[config.mk]
export PLATFORM = sky130hd
export DESIGN_NAME = a2d_multi_seq
export DESIGN_NICKNAME = d
export VERILOG_FILES = /design/src/rtl/a2d_multi_seq.sv
export SDC_FILE = /design/constraint.sdc
export NUM_CORES = 1
export LEC_CHECK = 0
export CAP_MARGIN = 10
export CELL_PAD_IN_SITES_DETAIL_PLACEMENT = 0
export CELL_PAD_IN_SITES_GLOBAL_PLACEMENT = 1
export CORE_ASPECT_RATIO = 1.1
export CORE_MARGIN = 2
export CORE_UTILIZATION = 34
export DETAILED_ROUTE_END_ITERATION = 6
export PLACE_DENSITY = 0.74
export SYNTH_ARGS = -nofsm -noshare
export SYNTH_HDL_FRONTEND = slang
export SYNTH_SLANG_ARGS = --single-unit
[constraint.sdc]
create_clock -name clk -period 2.8 [get_ports clk]
set_input_delay 0.56 -clock clk [delete_from_list [all_inputs] [get_ports clk]]
set_output_delay 0.56 -clock clk [all_outputs]
set_load 0.01 [all_outputs]
[src/rtl/a2d_multi_seq.sv]
// Multi-slot A2D scanner: SPI master to an external converter that steps through a
// programmable channel list, one slot per request or free-running, with optional
// per-slot IIR smoothing of the returned 12-bit samples.
module a2d_multi_seq #(
  parameter int unsigned NUM_CH     = 3,
  parameter int unsigned SCLK_DIV   = 32,
  parameter int unsigned FILT_SHIFT = 0,
  parameter int unsigned GAP        = 2
) (
  input  logic                  clk,
  input  logic                  rst,
  input  logic                  mode,
  input  logic                  nxt,
  input  logic [3*NUM_CH-1:0]   ch_map,
  input  logic                  MISO,
  output logic                  SS_n,
  output logic                  SCLK,
  output logic                  MOSI,
  output logic [12*NUM_CH-1:0]  results,
  output logic [NUM_CH-1:0]     rdy,
  output logic [NUM_CH-1:0]     valid,
  output logic                  busy,
  output logic [2:0]            cur_slot
);

  localparam int unsigned HALF      = SCLK_DIV / 2;
  localparam logic [15:0] HALF_END  = 16'(HALF - 1);
  localparam logic [15:0] GAP_END   = 16'(GAP - 1);
  localparam logic [2:0]  LAST_SLOT = 3'(NUM_CH - 1);

  typedef enum logic [2:0] {
    StIdle,
    StFront,
    StShift,
    StGap,
    StUpdate
  } state_t;

  state_t      state;
  logic [15:0] cnt;       // clk cycles within the current phase
  logic [3:0]  bit_cnt;   // SCLK period index within a frame
  logic        frame;     // 0 = command frame, 1 = data frame
  logic [15:0] tx;        // outgoing command, MSB first
  logic [11:0] rx;        // last 12 MISO bits; after frame 2 this is the sample
  logic [11:0] res [NUM_CH];

  logic [2:0]  next_slot;
  logic [2:0]  cur_ch;
  logic [2:0]  next_ch;
  logic [11:0] cur_res;
  logic        cur_valid;
  logic signed [12:0] diff;
  logic signed [12:0] step;
  logic [11:0] filt;
  logic [11:0] upd_val;

  // Slot bookkeeping: channel and stored result for the current and following slot
  always_comb begin
    cur_ch    = '0;
    next_ch   = '0;
    cur_res   = '0;
    cur_valid = 1'b0;
    next_slot = (cur_slot == LAST_SLOT) ? 3'd0 : cur_slot + 3'd1;
    for (int k = 0; k < NUM_CH; k++) begin
      if (cur_slot == 3'(k)) begin
        cur_ch    = ch_map[3*k +: 3];
        cur_res   = res[k];
        cur_valid = valid[k];
      end
      if (next_slot == 3'(k)) begin
        next_ch = ch_map[3*k +: 3];
      end
    end
  end

  // IIR step: r + ((s - r) >>> FILT_SHIFT); the sum always lands back in 0..4095
  assign diff    = $signed({1'b0, rx}) - $signed({1'b0, cur_res});
  assign step    = diff >>> FILT_SHIFT;
  assign filt    = 12'($signed({1'b0, cur_res}) + step);
  assign upd_val = ((FILT_SHIFT == 0) || !cur_valid) ? rx : filt;

  for (genvar g = 0; g < NUM_CH; g++) begin : g_results
    assign results[12*g +: 12] = res[g];
  end

  // Conversion sequencer: SPI framing, slot stepping and registered outputs
  always_ff @(posedge clk) begin
    if (rst) begin
      state    <= StIdle;
      cnt      <= '0;
      bit_cnt  <= '0;
      frame    <= 1'b0;
      tx       <= '0;
      rx       <= '0;
      SS_n     <= 1'b1;
      SCLK     <= 1'b1;
      MOSI     <= 1'b0;
      rdy      <= '0;
      valid    <= '0;
      busy     <= 1'b0;
      cur_slot <= '0;
      for (int k = 0; k < NUM_CH; k++) begin
        res[k] <= '0;
      end
    end else begin
      rdy <= '0;
      unique case (state)
        StIdle: begin
          if (mode || nxt) begin
            // ch_map is captured here and held in tx for the whole conversion
            state   <= StFront;
            SS_n    <= 1'b0;
            SCLK    <= 1'b1;
            cnt     <= '0;
            bit_cnt <= '0;
            frame   <= 1'b0;
            tx      <= {2'b00, cur_ch, 11'h000};
            busy    <= 1'b1;
          end
        end

        StFront: begin
          if (cnt == HALF_END) begin
            state <= StShift;
            cnt   <= '0;
            SCLK  <= 1'b0;
            MOSI  <= tx[15];
            tx    <= {tx[14:0], 1'b0};
          end else begin
            cnt <= cnt + 16'd1;
          end
        end

        StShift: begin
          if (cnt == HALF_END) begin
            cnt <= '0;
            if (!SCLK) begin
              // Rising SCLK: sample MISO on this same clk edge
              SCLK <= 1'b1;
              rx   <= {rx[10:0], MISO};
            end else if (bit_cnt == 4'd15) begin
              state <= StGap;
              SS_n  <= 1'b1;
              MOSI  <= 1'b0;
            end else begin
              SCLK    <= 1'b0;
              MOSI    <= tx[15];
              tx      <= {tx[14:0], 1'b0};
              bit_cnt <= bit_cnt + 4'd1;
            end
          end else begin
            cnt <= cnt + 16'd1;
          end
        end

        StGap: begin
          if (cnt == GAP_END) begin
            cnt <= '0;
            if (!frame) begin
              state   <= StFront;
              frame   <= 1'b1;
              SS_n    <= 1'b0;
              bit_cnt <= '0;
              tx      <= '0;
            end else begin
              state <= StUpdate;
            end
          end else begin
            cnt <= cnt + 16'd1;
          end
        end

        StUpdate: begin
          for (int k = 0; k < NUM_CH; k++) begin
            if (cur_slot == 3'(k)) begin
              res[k]   <= upd_val;
              rdy[k]   <= 1'b1;
              valid[k] <= 1'b1;
            end
          end
          cur_slot <= next_slot;
          if (mode) begin
            // Continuous scan: go straight into the next slot's command frame
            state   <= StFront;
            SS_n    <= 1'b0;
            SCLK    <= 1'b1;
            cnt     <= '0;
            bit_cnt <= '0;
            frame   <= 1'b0;
            tx      <= {2'b00, next_ch, 11'h000};
          end else begin
            state <= StIdle;
            busy  <= 1'b0;
          end
        end

        default: state <= StIdle;
      endcase
    end
  end

endmodule

# [Word level (Yosys, flattened, before mapping)]
# Memory sizes are Yosys's and may differ from the RTL's.
# Cells that the tools add are included.
[word_totals] regBits=65 latch_bits=0 ram_bits=36 mem_bits_ro=0 out_inout_bits=49 elab_cells=150 mem_count=1
[classes] addsub=3 n_mul=0 div_mod_pow=0 magnitude_cmp=0 n_eq_ne=21 shift=0 n_mux=79 bitwise_logic=5 n_reduce_logical=26
[memory_table] name="res" words=3 word_bits=12 read_ports=3 rd_clocked_by_memory_dff=0 write_ports=3 line_no="45" source="logic [11:0] res [NUM_CH];"
[op_table] operator="2-to-1 mux 16 bit" count=12
[op_table] operator="one-hot mux 16 bit (5 select lines)" count=1
[op_table] operator="one-hot mux 16 bit (4 select lines)" count=1
[op_table] operator="2-to-1 mux 3 bit" count=14
[op_table] operator="2-to-1 mux 12 bit" count=3
[op_table] operator="2-to-1 mux 1 bit" count=34
[op_table] operator="2-to-1 mux 4 bit" count=7
[op_table] operator="!= test 2 bit (second input constant)" count=10
[op_table] operator="adder 16 x 1 -> 16 bit (second input constant)" count=1
[op_table] operator="equality test 16 x 1 -> 1 bit (second input constant)" count=1
[op_table] operator="equality test 16 x 4 -> 1 bit (second input constant)" count=1
[op_table] operator="one-hot mux 4 bit (4 select lines)" count=1
[op_table] operator="AND reduction 8 bit" count=2
[op_table] operator="one-hot mux 3 bit (5 select lines)" count=1
[op_table] operator="equality test 3 x 2 -> 1 bit (second input constant)" count=4
[op_table] operator="nonzero test 4 bit" count=3
[op_table] operator="equality test 3 x 1 -> 1 bit (second input constant)" count=3
[op_table] operator="zero test 3 bit" count=3
[op_table] operator="AND reduction 3 bit" count=3
[op_table] operator="AND reduction 9 bit" count=1
[op_table] operator="one-hot mux 1 bit (4 select lines)" count=2
[op_table] operator="AND reduction 4 bit" count=2
[op_table] operator="AND reduction 2 bit" count=3
[op_table] operator="AND reduction 6 bit" count=1
[op_table] operator="14 further kinds" count=20

# [Depth between registers and ports, before layout]
[logic_depth] ltp_word=8 mapped_depth=9 depth_no_buf=7

# [Worst setup path before layout]
# No wires, ideal clock.
[synth_timing] kind="reg-to-reg" start="register cnt[0]" end="register rx[11]" setup_ps=128 t_arrival_ps=1920 t_required_ps=2672 slack_ps=753 stages_incl_launch_ff=9 path_buffers=2 cell_sequence="dfxtp_1 -> ha_1 -> and3_1 -> clkbuf_1 -> nand4_2 -> nor3_2 -> buf_4 -> mux2i_1 -> nor2_1"
[synth_via] elab_chain_cells=2
[synth_lines] element="from (decl)" line_no="40" source="logic [15:0] cnt;"
[synth_lines] element="from (signal assigned)" line_no="130" source="cnt <= cnt + 16'd1;"
[synth_lines] element="from (signal assigned)" line_no="152" source="cnt <= cnt + 16'd1;"
[synth_lines] element="from (signal assigned)" line_no="169" source="cnt <= cnt + 16'd1;"
[synth_lines] element="equality test 16 x 4 -> 1 bit" line_no="135" source="if (cnt == HALF_END) begin"
[synth_lines] element="AND reduction 3 bit (no line)"
[synth_lines] element="to (signal assigned)" line_no="140" source="rx <= {rx[10:0], MISO};"
[synth_lines] element="to (decl)" line_no="44" source="logic [11:0] rx;"
# No other way between the ends.
# A chain may end at the register's enable or synchronous reset.

# [Worst setup path after layout]
[layout_timing] start="register cnt[0]" end="register tx[13]"
[layout_via] elab_chain_cells=3
[layout_lines] element="equality test 16 x 4 -> 1 bit or equality test 16 x 1 -> 1 bit (tied branches)" line_no="123, 135, 157"
[layout_lines] element="!= test 2 bit (no line)"
[layout_lines] element="AND reduction 9 bit (no line) *"
[layout_lines] element="to (signal assigned)" line_no="117" source="tx <= {2'b00, cur_ch, 11'h000};"
[layout_lines] element="to (signal assigned)" line_no="128" source="tx <= {tx[14:0], 1'b0};"
[layout_lines] element="to (signal assigned)" line_no="148" source="tx <= {tx[14:0], 1'b0};"
[layout_lines] element="to (decl)" line_no="43" source="logic [15:0] tx;"
# Mark *: on every way between the ends. The rest lies on a longest branch, timed or not.

==> metrics.yaml <==
syn_avg_cell_area_um2: 10.3
vias: 3140
period_share_pct: 79.5
tightest_slew_ns: 0.674
worstPathRequired_ns: 3.04
area_growth_pct: 27.8
arrival_ns: 2.47
fmax_ghz: 0.449
cts_sinks: 90
fp-row-count: 41
cts_root_buffer: "clkbuf_16"
slew_headroom_pct: 55.1
cts_setup_buffers: 0
grt_pass1_vias: 3042
power_leakage_nw: 1.80
setup_violations: 0
hpwlAfterDp_um: 6240
synth_cell_types: 57
crit_path_start_kind: "register"
port-buffer-count: 62
clock_skew_ns: 0.00586
ctsResizeCount: 0
synth_area_um2: 4080
worst-path-max-fanout: 8
ant_nets: 0
endpoint_kind: "register"
total_power_mw: 3.80
initial_core_util_pct: 35.2
io_pins: 63
grt.overflow.total: 0
maxCapViolCount: 0
ir_drop_v: 0.000311
async_flop_share_pct: 0
yosys_warnings: 0
cts_tree: "done"
syn_inst: 397
insertion_delay_ns: 0.33
wire_per_inst_um: 13.9
path_class: "register to register"
place_congestion: 0.807
dr.pass1.iters: 4
status: "complete, no violations"
antenna_found_initial: 0
track_usage_pct: 14.0
rsz0062_at_grt: "no"
avgViaCountPerCell: 5.11
grt_max_degree: 32
diodes: 0
fin_tns_setup_ns: 0
fp.dieW_um: 108
drive_gt1_share_pct: 8.19
synth-seq-cells: 90
clk_pin_slew_worst_paths_ns: 0.07
hold_class: "register to register"
grt_pass1_wl_um: 14600
maxSlewViolCount: 0
dieHeight_um: 119
core_area_um2: 11600
drt_iter0_markers: 165
cellPowerDensity_nw_per_um2: 729
synth_edf_count: 36
period_minus_slack_ns: 2.23
layout.nets: 476
cts_hold_buf: 0
route.detailed.drc: 0
finalHoldViolations: 0
ys.flop_type: "dfxtp_1"
cts_buffer_depth: 2
yosysSeqAreaShare_pct: 53.0
die_area_um2: 12900
routed_wl_um: 8530
h-tree-depth: 3
syn-num-nets: 414
cts_buffers: 9
## synth_stat cells (all sizes together), types with 10 or more instances
| library cell | n | area [um2] |
|---|---|---|
| a21oi | 26 | 134 |
| and2 | 17 | 106 |
| clkbuf | 15 | 56.3 |
| dfxtp | 54 | 1080 |
| edfxtp | 36 | 1080 |
| inv | 11 | 41.3 |
| mux2i | 14 | 140 |
| nand2 | 17 | 63.8 |
| nand3 | 14 | 70.1 |
| nand4 | 10 | 75.1 |
| nor2 | 41 | 154 |
| o21ai | 21 | 105 |
## per-layer routing
metal | wire (um) | global-route usage (%) | up-vias
met5 | 0 | 0 | -
met4 | 142 | 5.13 | 0
met3 | 363 | 2.19 | 13
met2 | 3810 | 22.2 | 68
met1 | 4210 | 19.3 | 1467
li1 | - | - | 1592
## through the flow
| step | cell area (um2) | worst slack (ns) | cells | utilization (%) | hold slack (ns) |
|---|---|---|---|---|---|
| floorplan | 4080 | 0.753 | 397 | - | 0.446 |
| global placement | 4890 | 0.279 | 598 | 42.2 | 0.452 |
| detailed placement | 4890 | 0.254 | 598 | 42.2 | 0.461 |
| CTS | 5220 | 0.578 | 614 | 45.0 | 0.470 |
| global route | 5220 | 0.312 | 614 | 45.0 | 0.499 |
| finish | 5220 | 0.573 | 614 | 45.0 | 0.466 |
## path summary, 6_finish.rpt
check / from / slack [ns] / endpoint / cells after the start
worst max register to register: cnt[0]$_SDFFE_PP0P_ / 0.57 / tx[13]$_SDFFE_PP0P_ / 6
worst max-delay path: cnt[0]$_SDFFE_PP0P_ / 0.57 / tx[13]$_SDFFE_PP0P_ / 6
worst min register to register: SS_n$_SDFFE_PP1P_ / 0.47 / SS_n$_SDFFE_PP1P_ / 2
worst min-delay path: SS_n$_SDFFE_PP1P_ / 0.47 / SS_n$_SDFFE_PP1P_ / 2
## flip-flops by register name (all words and copies together) (netlist names)
signal,cells
cur_slot,3
busy,1
tx,5
res,36
MOSI,1
SCLK,1
state,3
frame,1
cnt,16
valid,3
bit_cnt,4
SS_n,1
rx,12
rdy,3
## cells in the final DEF (no fill, tap or decap), drive strengths merged, types with 4 or more instances in the layout
master | netlist | layout
dfxtp | 54 | 54
buf | 6 | 10
clkbuf | 15 | 9
xnor2 | 7 | 7
nand4 | 10 | 10
and3 | 7 | 7
nor3 | 6 | 6
a211oi | 6 | 6
a311oi | 4 | 4
nand3 | 14 | 14
nand2 | 17 | 17
a221oi | 4 | 4
nor4 | 7 | 7
nand2b | 6 | 6
a31oi | 7 | 7
and2 | 17 | 17
clkdlybuf4s50 | 0 | 62
nand3b | 4 | 4
inv | 11 | 13
o21ai | 21 | 21
a21oi | 26 | 26
edfxtp | 36 | 36
nor2b | 7 | 7
xor2 | 6 | 6
nor2 | 41 | 41
mux2i | 14 | 14
a21o | 4 | 4
nor3b | 5 | 5
## cell families after synthesis
family	Yosys count	share of synthesized area, %
simple gates	155	22.2
xor+xnor	13	2.79
fa+ha+maj	3	0.919
flops	90	53.0
buf+inv	32	3.16
compound gates	88	13.9
mux	16	3.98
## worst max-delay path, stage by stage, from the launching register on
cell and delay, ns:
dfxtp_1 0.42, ha_1 0.21, and3_1 0.28, nand4_2 0.31
a221oi_4 0.51, a21oi_1 0.13, a311oi_1 0.27
## power breakdown
| group | leakage (nW) | switching [mW] | total, mW | internal (mW) |
|---|---|---|---|---|
| registers | 0.809 | 0.0991 | 1.54 | 1.44 |
| logic | 0.837 | 0.575 | 0.969 | 0.394 |
| clock network | 0.154 | 0.506 | 1.30 | 0.789 |
| total | 1.80 | 1.18 | 3.80 | 2.62 |
## layout make-up
type / instances / area [um2]
Clock inverter: 7 / 100
Fill cell: 1131 / 6380
Inverter: 11 / 41.3
Timing Repair Buffer: 72 / 708
Clock buffer: 9 / 225
Multi-Input combinational cell: 275 / 1790
Sequential cell: 90 / 2160
Tap cell: 150 / 188
No activity file was read; power rests on OpenSTA's default activity.
